File: src/rtl/snake_body_tracker.sv
// rtl/snake_body_tracker.sv - snake segment list with wrap-around moves, grow, steering and self-collision
module snake_body_tracker #(
  parameter int COORD_W   = 5,
  parameter int MAX_LEN   = 16,
  parameter int START_LEN = 3,
  parameter int START_X   = 16,
  parameter int START_Y   = 16
) (
  input  logic                       clock,
  input  logic                       reset_n,
  input  logic                       step,
  input  logic                       dir_valid,
  input  logic [1:0]                 dir_in,
  input  logic                       grow,
  input  logic                       restart,
  input  logic [$clog2(MAX_LEN)-1:0] rd_idx,
  output logic [COORD_W-1:0]         rd_x,
  output logic [COORD_W-1:0]         rd_y,
  output logic                       rd_valid,
  output logic [COORD_W-1:0]         head_x,
  output logic [COORD_W-1:0]         head_y,
  output logic [$clog2(MAX_LEN):0]   length,
  output logic [1:0]                 heading,
  output logic                       alive,
  output logic                       collision
);

  localparam int IDX_W = $clog2(MAX_LEN);
  localparam int LEN_W = IDX_W + 1;

  typedef enum logic {RUN, DEAD} state_t;

  state_t               state;
  logic [COORD_W-1:0]   seg_x  [MAX_LEN];
  logic [COORD_W-1:0]   seg_y  [MAX_LEN];
  logic [COORD_W-1:0]   init_x [MAX_LEN];
  logic [COORD_W-1:0]   init_y [MAX_LEN];
  logic [1:0]           pending_dir;
  logic                 grow_pend;
  logic [COORD_W-1:0]   nh_x;
  logic [COORD_W-1:0]   nh_y;
  logic                 grow_ok;
  logic [LEN_W-1:0]     limit;
  logic                 hit;

  // Start body: head at START_X, trailing cells to the left (wrapping).
  generate
    for (genvar gi = 0; gi < MAX_LEN; gi++) begin : g_init
      if (gi < START_LEN) begin : g_on
        assign init_x[gi] = COORD_W'(START_X - gi);
        assign init_y[gi] = COORD_W'(START_Y);
      end else begin : g_off
        assign init_x[gi] = '0;
        assign init_y[gi] = '0;
      end
    end
  endgenerate

  always_comb begin
    nh_x = seg_x[0];
    nh_y = seg_y[0];
    case (pending_dir)
      2'd0:    nh_x = seg_x[0] + COORD_W'(1);
      2'd1:    nh_y = seg_y[0] + COORD_W'(1);
      2'd2:    nh_x = seg_x[0] - COORD_W'(1);
      default: nh_y = seg_y[0] - COORD_W'(1);
    endcase
  end

  // Without growth the tail cell vacates this step, so it is excluded from the check.
  always_comb begin
    grow_ok = (grow_pend | grow) && (length < LEN_W'(MAX_LEN));
    limit   = grow_ok ? length : length - LEN_W'(1);
    hit     = 1'b0;
    for (int i = 0; i < MAX_LEN; i++) begin
      if ((LEN_W'(i) < limit) && (seg_x[i] == nh_x) && (seg_y[i] == nh_y))
        hit = 1'b1;
    end
  end

  always_ff @(posedge clock or negedge reset_n) begin
    if (!reset_n) begin
      state       <= RUN;
      alive       <= 1'b1;
      collision   <= 1'b0;
      heading     <= 2'd0;
      pending_dir <= 2'd0;
      grow_pend   <= 1'b0;
      length      <= LEN_W'(START_LEN);
      for (int i = 0; i < MAX_LEN; i++) begin
        seg_x[i] <= init_x[i];
        seg_y[i] <= init_y[i];
      end
    end else if (restart) begin
      state       <= RUN;
      alive       <= 1'b1;
      collision   <= 1'b0;
      heading     <= 2'd0;
      pending_dir <= 2'd0;
      grow_pend   <= 1'b0;
      length      <= LEN_W'(START_LEN);
      for (int i = 0; i < MAX_LEN; i++) begin
        seg_x[i] <= init_x[i];
        seg_y[i] <= init_y[i];
      end
    end else if (state == RUN) begin
      if (dir_valid && (dir_in != (heading ^ 2'd2)))
        pending_dir <= dir_in;
      if (step) begin
        grow_pend <= 1'b0;
        if (hit) begin
          state     <= DEAD;
          alive     <= 1'b0;
          collision <= 1'b1;
        end else begin
          for (int i = MAX_LEN - 1; i > 0; i--) begin
            seg_x[i] <= seg_x[i-1];
            seg_y[i] <= seg_y[i-1];
          end
          seg_x[0] <= nh_x;
          seg_y[0] <= nh_y;
          heading  <= pending_dir;
          length   <= length + {{(LEN_W-1){1'b0}}, grow_ok};
        end
      end else if (grow) begin
        grow_pend <= 1'b1;
      end
    end
  end

  assign head_x   = seg_x[0];
  assign head_y   = seg_y[0];
  assign rd_valid = ({1'b0, rd_idx} < length);
  assign rd_x     = rd_valid ? seg_x[rd_idx] : '0;
  assign rd_y     = rd_valid ? seg_y[rd_idx] : '0;

endmodule

File: config.mk
export PLATFORM = sky130hd
export DESIGN_NAME = snake_body_tracker
export DESIGN_NICKNAME = d
export VERILOG_FILES = /design/src/rtl/snake_body_tracker.sv
export SDC_FILE = /design/constraint.sdc
export NUM_CORES = 1
export LEC_CHECK = 0
export ABC_CLOCK_PERIOD_IN_PS = 12260
export CORE_MARGIN = 2
export CORE_UTILIZATION = 50
export DETAILED_ROUTE_END_ITERATION = 6
export MAX_ROUTING_LAYER = met4
export PLACE_DENSITY = 0.74
export SYNTH_ARGS = -nofsm -noshare
export SYNTH_HDL_FRONTEND = slang
export SYNTH_SLANG_ARGS = --single-unit
File: constraint.sdc
create_clock -name clock -period 12.26 [get_ports clock]
set_input_delay 3.678 -clock clock [delete_from_list [all_inputs] [get_ports clock]]
set_output_delay 3.678 -clock clock [all_outputs]
set_load 0.01 [all_outputs]
# ---- Yosys cells after proc, flatten, opt, wreduce, memory -nomap -nowiden
# Index checks and enable logic that the tools add are counted.
dict set report classes {
  order_cmp 19
  bitwise 3
  n_addsub 6
  n_mux 62
  n_reduce_logical 44
  eq_ne 37
}
# op n
set ops {}
lappend ops {{two-way mux 80 bit} 8}
lappend ops {{== test 5 bit} 32}
lappend ops {{two-way mux 5 bit} 11}
lappend ops {{binary-select mux 5 bit (select 4 bit)} 2}
lappend ops {{less-than comparator 4 x 5 -> 1 bit, first input constant} 8}
lappend ops {{logical AND 1 bit} 34}
lappend ops {{two-way mux 1 bit} 32}
lappend ops {{less-than comparator 3 x 5 -> 1 bit, first input constant} 4}
lappend ops {{one-hot mux 5 bit (2 select lines)} 2}
lappend ops {{subtractor 5 x 1 -> 5 bit, second input constant} 3}
lappend ops {{two-way mux 2 bit} 7}
lappend ops {{adder 5 x 1 -> 5 bit, second input constant} 2}
lappend ops {{less-than comparator 1 x 5 -> 1 bit, first input constant} 2}
lappend ops {{less-than comparator 2 x 5 -> 1 bit, first input constant} 2}
lappend ops {{AND reduction 3 bit} 2}
lappend ops {{nonzero test 2 bit} 3}
lappend ops {{adder 5 x 1 -> 5 bit} 1}
lappend ops {{>= comparator 5 bit, second input constant} 1}
lappend ops {{less-than comparator 4 x 5 -> 1 bit} 1}
lappend ops {{less-than comparator 5 bit, second input constant} 1}
lappend ops {{NOT 4 -> 5 bit} 1}
lappend ops {{!= test 2 bit, second input constant} 2}
lappend ops {{AND reduction 2 bit} 2}
lappend ops {{nonzero test 3 bit} 1}
lappend ops {{other kinds (7)} 7}
dict set report word_totals {
  output_inout_bits 30
  elab_cells 210
  input_bits 12
  reg_bits 173
}

# ---- Logic depth before layout (Yosys ltp)
# Gate-level depths: netlist (run 1).
dict set report depth {
  ltp_word 26
  mapped_depth 22
  depth_no_buf 13
}

# ---- Worst setup path before layout (run 1)
# OpenSTA, ideal clock, no wires.
dict set report synth_timing {
  path_type {input port to output port}
  startpoint {input rd_idx[0]}
  endpoint {output rd_x[4]}
  arrival_ns 5.536
  path_slack_ns 3.046
  cell_stages 5
  required_ns 8.582
  path_cell_list {clkbuf_1 -> buf_1 -> mux4_2 -> mux4_2 -> nor2b_1}
}
dict set report synth_between {
  elab_chain_len 5
  elab_cells_between_ends 6
}
# item line_no
set synth_rtl {}
lappend synth_rtl {{start: declaration} 16} ;# input logic [$clog2(MAX_LEN)-1:0] rd_idx,
lappend synth_rtl {{NOT 4 -> 5 bit (implied by the code)} 134} ;# assign rd_x = rd_valid ? seg_x[rd_idx] : '0;
lappend synth_rtl {{binary-select mux 5 bit (select 4 bit)} 134}
lappend synth_rtl {{two-way mux 5 bit (implied by the code) (2 in a row)} 134}
lappend synth_rtl {{two-way mux 5 bit (*)} 134}
lappend synth_rtl {{end: declaration} 17} ;# output logic [COORD_W-1:0] rd_x,
# Mark *: on every way between the ends. The rest lies on a longest branch, timed or not. The select of a mux whose other input is x is not followed.

# ---- Worst setup path in the final report (run 1)
dict set report layout_timing {
  startpoint {input rd_idx[3]}
  endpoint {output rd_y[2]}
}
dict set report layout_between {
  elab_chain_len 5
  elab_cells_between_ends 6
}
# item line_no
set layout_rtl {}
lappend layout_rtl {{NOT 4 -> 5 bit (implied by the code)} 135} ;# assign rd_y = rd_valid ? seg_y[rd_idx] : '0;
lappend layout_rtl {{binary-select mux 5 bit (select 4 bit)} 135}
lappend layout_rtl {{two-way mux 5 bit (implied by the code) (2 in a row)} 135}
lappend layout_rtl {{two-way mux 5 bit (*)} 135}
lappend layout_rtl {{end: declaration} 18} ;# output logic [COORD_W-1:0] rd_y,
# Marked as above.

==> results of run 1 <==
## worst max-delay path: cells and delay by family
family,cells,cell delay (ns)
buffers and inverters,3,1.72
and+or+nand+nor,2,0.68
adders and majority gates,1,0.57
AOI/OAI and AO/OA,1,0.06
## placed cells by master, fill, tap and decap left out, types with 7 or more instances in the layout
| master | netlist | routed |
|---|---|---|
| nand3_1 | 119 | 119 |
| dfstp_2 | 14 | 14 |
| nor3_1 | 22 | 21 |
| a21oi_1 | 110 | 110 |
| mux4_2 | 55 | 55 |
| a211oi_1 | 12 | 12 |
| nand2_1 | 73 | 72 |
| and3_1 | 7 | 7 |
| a221oi_1 | 7 | 7 |
| clkbuf_16 | 0 | 17 |
| a211o_1 | 8 | 8 |
| xnor3_1 | 14 | 14 |
| or4_1 | 9 | 8 |
| dfrtp_1 | 159 | 158 |
| clkdlybuf4s50_1 | 0 | 37 |
| xor2_1 | 51 | 51 |
| nor4_1 | 11 | 11 |
| o21ai_0 | 102 | 102 |
| nor2_1 | 46 | 46 |
| o31ai_1 | 9 | 9 |
| ha_1 | 11 | 11 |
| inv_1 | 20 | 20 |
| xnor2_1 | 89 | 89 |
| nor2b_1 | 22 | 22 |
| buf_4 | 25 | 23 |
| nand2b_1 | 11 | 11 |
| nand4_1 | 10 | 10 |
| mux2i_1 | 61 | 61 |
## logic make-up (layout without fill, tap and decap cells)
family,after synthesis,after routing,share of synthesized area [%]
xor+xnor,156,156,12.3
mux,122,122,15.2
fa+ha+maj,12,12,1.23
flops,173,173,34.0
compound gates,342,342,16.8
other cells,0,2,0
buf+inv,155,116,5.67
simple gates,366,366,14.8
## per-stage QoR
step | worst slack, ns | area, um2 | hold WS, ns | util (%)
after CTS | 1.89 | 13700 | 0.498 | 54.7
after global placement | 1.92 | 13100 | 0.473 | 52.3
after global routing | 1.77 | 13700 | 0.527 | 54.7
final | 1.87 | 13700 | 0.493 | 54.7
after floorplan | 3.05 | 12800 | 0.487 | -
after detailed placement | 1.92 | 13100 | 0.487 | 52.3
## registers in the layout, summed over array words and instances, names as in the netlist
signal / count
grow_pend: 1
state: 1
length: 5
collision: 1
head_x: 5
heading: 2
seg_x: 75
head_y: 5
alive: 1
pending_dir: 2
seg_y: 75
## final cells by class
cell class	count	area, um2	area share [%]
Antenna cell	2	5.00	0.0364
Sequential cell	173	4350	31.7
Multi-Input combinational cell	998	7720	56.2
Clock buffer	19	453	3.30
Inverter	21	78.8	0.574
Clock inverter	13	151	1.10
Timing Repair Buffer	63	564	4.11
Tap cell	330	413	3.01
## final timing paths
path | to | slack [ns]
setup / recovery | rd_y[2] | 1.87
hold / removal | alive | 0.49
setup reg to reg | length[4] | 5.57
hold reg to reg | alive | 0.49
max in group asynchronous | seg_x[29] | 7.34
min in group asynchronous | seg_x[25] | 3.32
## layer usage
| layer | GRT usage [%] | up-vias | wire length, um |
|---|---|---|---|
| met4 | 10.2 | 0 | 1330 |
| met1 | 41.2 | 5373 | 16200 |
| met5 | - | - | 0 |
| li1 | - | 4784 | - |
| met3 | 7.32 | 93 | 3710 |
| met2 | 48.3 | 552 | 18600 |
## power by group through the flow
stage	Clock [mW]	Sequential (mW)	Combinational, mW
5_1_grt	0.604	0.662	0.849
4_1_cts	0.580	0.656	0.778
3_3_place_gp	0	0.666	0.768
2_1_floorplan	0	0.642	0.582
3_5_place_dp	0	0.667	0.774
6_report	0.572	0.658	0.795
==> metrics.log, run 1 <==
INFO  metric critPathRequiredTime = around 8.6 ns
INFO  metric placed_wire_length_estimate = ~27000 um
INFO  metric synth.cell_area = between 10000 and 15000 um2
INFO  metric yosys-top-cells-area = dfrtp_1, mux4_2, xnor2_1
INFO  metric die_area = about 27000 um2
INFO  metric post-layout-total-power = 2.03 mW
INFO  metric critPathKind = in -> out
INFO  metric final.period_utilization = between 80% and 90%
INFO  metric synth_edf_count = 0
INFO  metric max_slew.worst_pin.slew = approximately 1.1 ns
INFO  metric hold_path.class = reg -> reg
INFO  metric comb_power_share = between 30% and 40%
INFO  metric startpoint_of_the_worst_setup_timing_path = rd_idx[3]
INFO  metric number_of_global_route_vias_before_repair = slightly above 10000
INFO  metric period_minus_slack = just over 10 ns
INFO  metric grt_max_degree = about 110
INFO  metric drt_drc_violations_left = 0
INFO  metric synthTopCellsByCount = dfrtp_1, nand3_1, a21oi_1
INFO  metric detailedRoute.firstIterationViolations = ~1300
INFO  metric clock_tree.root_cell = clkbuf_16
INFO  metric global_route.usage.total = a little under a third
INFO  metric drive_above_1_share = about 12%
INFO  metric number_of_storage_elements_in_the_synthesis_netlist = roughly 170
INFO  metric crit_path_end_kind = output port
INFO  metric stdcell_count = 1619
INFO  metric post_cts_buffers = 0
INFO  metric run_status = finished, final reports clean
INFO  metric worstRegToRegCells = 15
INFO  metric die_width = approximately 160 um
INFO  metric postSynth.topFlopCell = dfrtp_1
INFO  metric nets = between 1000 and 1500
INFO  metric timing.critical_path.from_type = primary input
INFO  metric synth.largest_area_cell = dfrtp_1
INFO  metric timing.critical_path.slowest_stage_cell = clkdlybuf4s50_1
INFO  metric globalRoute.totalOverflow = 0
INFO  metric die_h = about 160 um
INFO  metric initial_core_util = 50.9%
INFO  metric clock_latency = roughly 0.44 ns
INFO  metric cp_max_fo = 11
INFO  metric postSynthAreaPerCell = 9.63 um2
INFO  metric netlist_instances = about 1300
INFO  metric power_per_cell_area = approximately 150 nW/um2
INFO  metric synth.most_common_cell = dfrtp_1
INFO  metric skew = ~0.0094 ns
INFO  metric grt_pass1_wl = roughly 62000 um
INFO  metric max_cap_violations = 0
INFO  metric finalMaxSlewViolations = 0
INFO  metric cts_tree = built
INFO  metric vias_per_cell = approximately 6.7
INFO  metric io_buffer_count = between 40 and 50
INFO  metric hold_path_depth = 2
INFO  metric postRouteAntennaNets = 0
INFO  metric yosys_warnings = 0
INFO  metric netSwitchingFraction = 39.9%
INFO  metric mappedNetlistNets = 1350
INFO  metric ctsResizeCount = 0
INFO  metric vdd.ir_drop.worst = between 0.0001 and 0.00015 V
INFO  metric core_area = approximately 25000 um2
INFO  metric post_drt_wl_per_cell = between 20 and 25 um
INFO  metric proportion_of_power_drawn_by_the_clock_network = 28.3%
INFO  metric reg2reg_from = pending_dir[0]
INFO  metric maxSlewHeadroom = 25.4%
INFO  metric grt_setup_unrepaired = no
INFO  metric final.setup.tns = 0 ns
INFO  metric synth_async_sr_flop_share = 100%
INFO  metric number_of_antenna_violations_at_the_first_check_in_global_routing = 2
INFO  metric area_delta_synth_final = 7.52%
INFO  metric cell_internal_pwr = 1.22 mW
INFO  metric ioPinCount = 42
INFO  metric numClockSinks = about 170
INFO  metric fill_cells = between 2000 and 2500
INFO  metric hold_buffers = 0
INFO  metric route.final.wire_length = 39800 um
INFO  metric critical-path-top-cell-by-count = clkdlybuf4s50_1
INFO  metric max_clock_freq = 96.2 MHz
INFO  metric gp_congestion = between 0.9 and 1
INFO  metric clock_tree.htree_level_count = 4
INFO  metric placedCellCount = 1585
INFO  metric finalSetupViolations = 0
INFO  metric final_count_of_hold_timing_violations = 0
INFO  metric synth_largest_type_area_fraction = a little under a third
INFO  metric routed-via-count = 10802
INFO  metric post_synth_num_cell_types = 84
INFO  metric cp_cell_sequence = clkdlybuf4s50_1, ha_1, a21oi_1, nor2_1, buf_4, nor2b_1, clkdlybuf4s50_1
INFO  metric seq_power_share = about 33%
INFO  metric drtPass1Iterations = 7
INFO  metric clock_path_buffers = 2
INFO  metric cpPeakStageDelay = between 0.9 and 1 ns
INFO  metric net_switching = 0.808 mW
INFO  metric synth_sequential_area_ratio = 34.0%
INFO  metric cts-buffers-inserted = 17
INFO  metric leakage = roughly 5.5 nW
INFO  metric arrival_time_of_the_worst_setup_path = around 6.7 ns
INFO  metric rows = 58
INFO  metric min_from = alive
INFO  metric cts.clk_slew.worst_paths = around 0.060 ns
(Power assumes the default switching activity.)
==> run 2: changes to the inputs <==
- ABC_CLOCK_PERIOD_IN_PS: 12260 -> 8900
- PLACE_DENSITY: 0.74 -> 0.77
- clock period: 12.26 -> 8.9 ns (I/O delays scaled with it)
==> run 2 against run 1 <==
Against the previous run: combinational power increased by 40%; via count increased by 1.7%; largest power group unchanged; cell area increased by 0.39%; register-to-register slack got worse by 3.0 ns; hold slack improved by 0.0071 ns; setup slack got worse by 0.78 ns; total power increased by 39%; critical endpoint is now rd_y[0]; clock power increased by 40%.
==> metrics.log, run 2 (synthesis results as in run 1) <==
INFO  metric max_slew.worst_pin.slew = about 1.1 ns
INFO  metric mostFrequentLayoutCells = dfrtp_1, nand3_1, a21oi_1
INFO  metric nets = around 1300
INFO  metric post_cts_buffers = 0
INFO  metric number_of_global_route_vias_before_repair = between 10000 and 15000
INFO  metric io_buffer_count = 41
INFO  metric netSwitchingFraction = roughly two fifths
INFO  metric route.final.wire_length = roughly 40000 um
INFO  metric gp_congestion = 1.01
INFO  metric placed_wire_length_estimate = 27500 um
INFO  metric run_status = finished, final reports clean
INFO  metric cts.clk_slew.worst_paths = around 0.08 ns
INFO  metric reg2reg_from = pending_dir[1]
INFO  metric rows = between 50 and 60
INFO  metric grt_max_degree = approximately 110
INFO  metric clock_latency = roughly 0.45 ns
INFO  metric grt_pass1_wl = approximately 63000 um
INFO  metric crit_path_end_kind = output port
INFO  metric detailedRoute.firstIterationViolations = 1575
INFO  metric comb_power_share = 39.5%
INFO  metric worst_slack = between 1 and 1.5 ns
INFO  metric finalSetupViolations = 0
INFO  metric clock_tree.root_cell = clkbuf_16
INFO  metric reg.largest.list = seg_x: 75 flops, seg_y: 75 flops
INFO  metric power_per_cell_area = approximately 200 nW/um2
INFO  metric skew = 0.0143 ns
INFO  metric die_h = about 160 um
INFO  metric final.setup.tns = 0 ns
INFO  metric globalRoute.totalOverflow = 0
INFO  metric period_minus_slack = a little under 8 ns
INFO  metric clock_tree.htree_level_count = 4
INFO  metric leakage = between 5 and 6 nW
INFO  metric post_drt_wl_per_cell = 24.7 um
INFO  metric initial_core_util = 50.9%
INFO  metric seq_power_share = between 30 and 40%
INFO  metric clock_path_buffers = 2
INFO  metric routed-via-count = about 11000
INFO  metric vdd.ir_drop.worst = around 0.00023 V
INFO  metric final_count_of_hold_timing_violations = 0
INFO  metric fill_cells = 2218
INFO  metric grt_setup_unrepaired = no
INFO  metric hold_buffers = 0
INFO  metric max_cap_violations = 0
INFO  metric core_area = between 20000 and 30000 um2
INFO  metric critPathRequiredTime = a little over 6 ns
INFO  metric finalMaxSlewViolations = 0
INFO  metric final.period_utilization = a little under 90%
INFO  metric net_switching = ~1.2 mW
INFO  metric cp_max_fo = 11
INFO  metric die_area = approximately 27000 um2
INFO  metric worstHoldEndpoint = alive
INFO  metric final_design_area_no_fill = ~14000 um2
INFO  metric ctsResizeCount = 0
INFO  metric drt_drc_violations_left = 0
INFO  metric drtPass1Iterations = 5
INFO  metric placement.cell_area = 13200 um2
INFO  metric die_width = approximately 160 um
INFO  metric area_delta_synth_final = 7.94%
INFO  metric arrival_time_of_the_worst_setup_path = approximately 5 ns
INFO  metric cell_internal_pwr = ~1.7 mW
INFO  metric mostFrequentLayoutCell = dfrtp_1
INFO  metric timing.critical_path.from_type = primary input
INFO  metric hold_path.class = reg -> reg
INFO  metric min_from = alive
INFO  metric cts-buffers-inserted = 17
INFO  metric hold_path_depth = 2
INFO  metric vias_per_cell = roughly 6.8
INFO  metric drive_above_1_share = approximately 12%
INFO  metric cts_tree = built
INFO  metric maxSlewHeadroom = 21.8%
INFO  metric postRouteAntennaNets = 0
INFO  metric r2r_path_end = seg_y[1]
INFO  metric pre_cts_slack = 1.14 ns
INFO  metric reg_to_reg_setup_timing_slack = 2.57 ns
INFO  metric global_route.usage.total = a little under a third
INFO  metric critPathKind = in -> out
INFO  metric max_clock_freq = around 130 MHz
INFO  metric numClockSinks = roughly 170
INFO  metric number_of_antenna_violations_at_the_first_check_in_global_routing = 2
INFO  metric proportion_of_power_drawn_by_the_clock_network = around 28%
INFO  metric worstRegToRegCells = 13
INFO  metric ioPinCount = 42
## run 2: cell count changes in the layout (fill, tap and decap cells not counted)
cell,change
buf_12,+2
buf_4,-1
inv_6,-1
inv_8,+3
clkinv_8,+5
clkbuf_8,-2
clkinvlp_4,-3
bufinv_16,-1
clkinv_2,-1
## run 2: cell type report
class	count	area (um2)	share of cell area, %
well taps	330	413	2.99
diodes	2	5.00	0.0363
repair buffers	64	597	4.33
clock buffers	17	425	3.09
inverters	21	78.8	0.572
multi-input cells	998	7720	56.0
flip-flops and latches	173	4350	31.5
clock inverters	15	200	1.45
## run 2: critical path, cell delays in order
cell and delay [ns]:
clkdlybuf4s50_1 0.40, buf_4 0.23, ha_1 0.31, a21oi_1 0.05, nor2_1 0.55, buf_4 0.35
nor2b_1 0.08, clkdlybuf4s50_1 0.48
## run 2: worst max path at each step
stage / start / to / slack, ns / cells past startpoint
5_1_grt: rd_idx[3] / rd_y[0] / 1.02 / 8
2_1_floorplan: rd_idx[0] / rd_x[4] / 1.70 / 5
6_report: rd_idx[3] / rd_y[0] / 1.08 / 8
3_3_place_gp: rd_idx[3] / rd_y[1] / 1.16 / 8
4_1_cts: rd_idx[3] / rd_y[0] / 1.12 / 8
3_5_place_dp: rd_idx[3] / rd_x[4] / 1.14 / 8
## run 2: power by group through the flow
stage	registers (mW)	logic [mW]	clock network (mW)
floorplan	0.885	0.802	0
global placement	0.913	1.07	0
detailed placement	0.914	1.08	0
CTS	0.900	1.08	0.804
global route	0.908	1.18	0.839
finish	0.903	1.11	0.801
## run 2: metal layers
| layer | share of wire, % | vias up | global-route usage, % |
|---|---|---|---|
| met3 | 8.8 | 113 | 5.43 |
| met5 | 0 | - | - |
| met1 | 40 | 5437 | 42.3 |
| met2 | 47 | 641 | 48.9 |
| li1 | - | 4796 | - |
| met4 | 4.0 | 0 | 11.8 |
## run 2: per-stage QoR
stage               util, %  cells  total power [mW]  hold WS [ns]
floorplan                 -   1326              1.69         0.487
global placement       52.4   1586              1.98         0.476
detailed placement     52.4   1586              1.99         0.490
CTS                    54.9   1618              2.79         0.508
global route           54.9   1620              2.92         0.527
finish                 54.9   1620              2.81         0.500
==> run 3: changes to the inputs <==
- CORE_UTILIZATION: 50 -> 35
- PLACE_DENSITY: 0.77 -> 0.59
==> run 3 against run 2 <==
Against the previous run: die area is 42% higher; non-clock buffer count is 1 higher; final cell count is 8.1% higher; clock power is 7.6% lower; count of clock-buffer cells in the layout is 2 higher; wire length is 5.6% higher; sequential power is 1% higher; largest cell class unchanged.
==> metrics.log, run 3 (synthesis results as in run 1) <==
INFO  metric grt_max_degree = 100
INFO  metric placed_wire_length_estimate = roughly 29000 um
INFO  metric net_switching = between 1 and 1.5 mW
INFO  metric power_per_cell_area = roughly 200 nW/um2
INFO  metric mostFrequentLayoutCells = dfrtp_1, nand3_1, a21oi_1
INFO  metric number_of_antenna_violations_at_the_first_check_in_global_routing = 1
INFO  metric drt_drc_violations_left = 0
INFO  metric placedCellCount = 1718
INFO  metric arrival_time_of_the_worst_setup_path = between 5 and 6 ns
INFO  metric number_of_global_route_vias_before_repair = 10180
INFO  metric numClockSinks = around 170
INFO  metric clock_path_buffers = 2
INFO  metric critPathKind = in -> out
INFO  metric stdcell_count = roughly 1800
INFO  metric post_cts_buffers = 0
INFO  metric nets = 1300
INFO  metric area_delta_synth_final = 8.75%
INFO  metric rows = slightly below 70
INFO  metric run_status = finished, final reports clean
INFO  metric cell_internal_pwr = 1.64 mW
INFO  metric globalRoute.totalOverflow = 0
INFO  metric drive_above_1_share = between 10% and 20%
INFO  metric die_width = approximately 200 um
INFO  metric clock_tree.root_cell = clkbuf_16
INFO  metric final_design_area_no_fill = 13900 um2
INFO  metric vias_per_cell = 6.10
INFO  metric ctsResizeCount = 0
INFO  metric gp_congestion = roughly 0.94
INFO  metric critPathRequiredTime = 6.23 ns
INFO  metric max_cap_violations = 0
INFO  metric postRouteAntennaNets = 0
INFO  metric crit_path_end_kind = output port
INFO  metric finalMaxSlewViolations = 0
INFO  metric seq_power_share = between 30 and 40%
INFO  metric initial_core_util = 35.7%
INFO  metric ioPinCount = 42
INFO  metric holdWs = slightly below 0.5 ns
INFO  metric hold_path.class = reg -> reg
INFO  metric cts-buffers-inserted = 17
INFO  metric grt_setup_unrepaired = no
INFO  metric placement.cell_area = between 10000 and 15000 um2
INFO  metric max_clock_freq = ~130 MHz
INFO  metric post_drt_wl_per_cell = 24.1 um
INFO  metric drtPass1Iterations = 5
INFO  metric reg.largest.list = seg_x: 75 flops, seg_y: 75 flops
INFO  metric die_h = 195 um
INFO  metric fill_cells = approximately 3600
INFO  metric finalSetupViolations = 0
INFO  metric skew = roughly 0.015 ns
INFO  metric cts_tree = built
INFO  metric cp_max_fo = 6
INFO  metric mostFrequentLayoutCell = dfrtp_1
INFO  metric timing.critical_path.from_type = primary input
INFO  metric detailedRoute.firstIterationViolations = between 1000 and 1500
INFO  metric final_count_of_hold_timing_violations = 0
INFO  metric leakage = ~5.5 nW
INFO  metric maxSlewHeadroom = about a quarter
INFO  metric die_area = between 30000 and 40000 um2
INFO  metric global_route.usage.total = a little under a quarter
INFO  metric core_area = roughly 36000 um2
INFO  metric netSwitchingFraction = between 40% and 50%
INFO  metric clock_tree.htree_level_count = 4
INFO  metric final.setup.tns = 0 ns
INFO  metric proportion_of_power_drawn_by_the_clock_network = between 20 and 30%
INFO  metric route.final.wire_length = 42300 um
INFO  metric io_buffer_count = between 40 and 50
INFO  metric comb_power_share = between 40% and 50%
INFO  metric clock_latency = around 0.45 ns
INFO  metric period_minus_slack = between 7 and 8 ns
INFO  metric vdd.ir_drop.worst = about 0.00014 V
INFO  metric hold_buffers = 0
INFO  metric cts.clk_slew.worst_paths = 0.06 ns
INFO  metric grt_pass1_wl = 65500 um
INFO  metric routed-via-count = approximately 11000
INFO  metric worst_slack = around 1.1 ns
INFO  metric final.period_utilization = 87.9%
INFO  metric pre_cts_slack = around 1.1 ns
INFO  metric max_slew.worst_pin.slew = between 1 and 1.5 ns
==> run 3: path summary, 6_finish.rpt <==
kind | start | to | slack [ns] | depth (start not counted)
worst max-delay path | rd_idx[2] | rd_y[3] | 1.07 | 8
worst min-delay path | alive | alive | 0.49 | 2
worst max register to register | pending_dir[1] | seg_y[40] | 2.47 | 13
worst min register to register | alive | alive | 0.49 | 2
max in group asynchronous | reset_n | pending_dir[0] | 5.02 | 2
min in group asynchronous | reset_n | seg_x[30] | 2.30 | 1
==> run 3: stage by stage <==
step | util [%] | total power [mW]
after floorplan | - | 1.69
after global placement | 37.3 | 2.01
after detailed placement | 37.3 | 2.02
after CTS | 38.9 | 2.77
after global routing | 38.9 | 2.89
final | 38.9 | 2.77
==> run 3: area by class of cell <==
cell class                      count  area (um2)  area share, %
Inverter                           21        78.8          0.568
Tap cell                          461         577           4.15
Antenna cell                        1        2.50         0.0180
Multi-Input combinational cell    998        7720           55.6
Clock buffer                       19         443           3.19
Sequential cell                   173        4350           31.3
Clock inverter                     13         116          0.838
Timing Repair Buffer               65         604           4.35
==> run 3: power by group through the flow <==
stage | Combinational (mW) | Clock, mW | Sequential [mW]
final | 1.11 | 0.740 | 0.912
after floorplan | 0.802 | 0 | 0.885
after detailed placement | 1.09 | 0 | 0.925
after global placement | 1.09 | 0 | 0.925
after global routing | 1.18 | 0.788 | 0.918
after CTS | 1.10 | 0.757 | 0.911
==> run 3: metal layers <==
| metal | track usage, % | routed length [um] | vias to the layer above |
|---|---|---|---|
| met5 | - | 0 | - |
| met4 | 7.66 | 1280 | 0 |
| met3 | 4.63 | 2960 | 64 |
| met2 | 35.1 | 19500 | 409 |
| met1 | 31.5 | 18500 | 5416 |
| li1 | - | - | 4794 |
==> run 3: critical path: stages <==
cell and delay, ns:
clkdlybuf4s50_1 0.45, ha_1 0.30, a21o_1 0.11, a21oi_1 0.06, nor2_1 0.66, buf_4 0.34
nor2b_1 0.06, clkdlybuf4s50_1 0.51
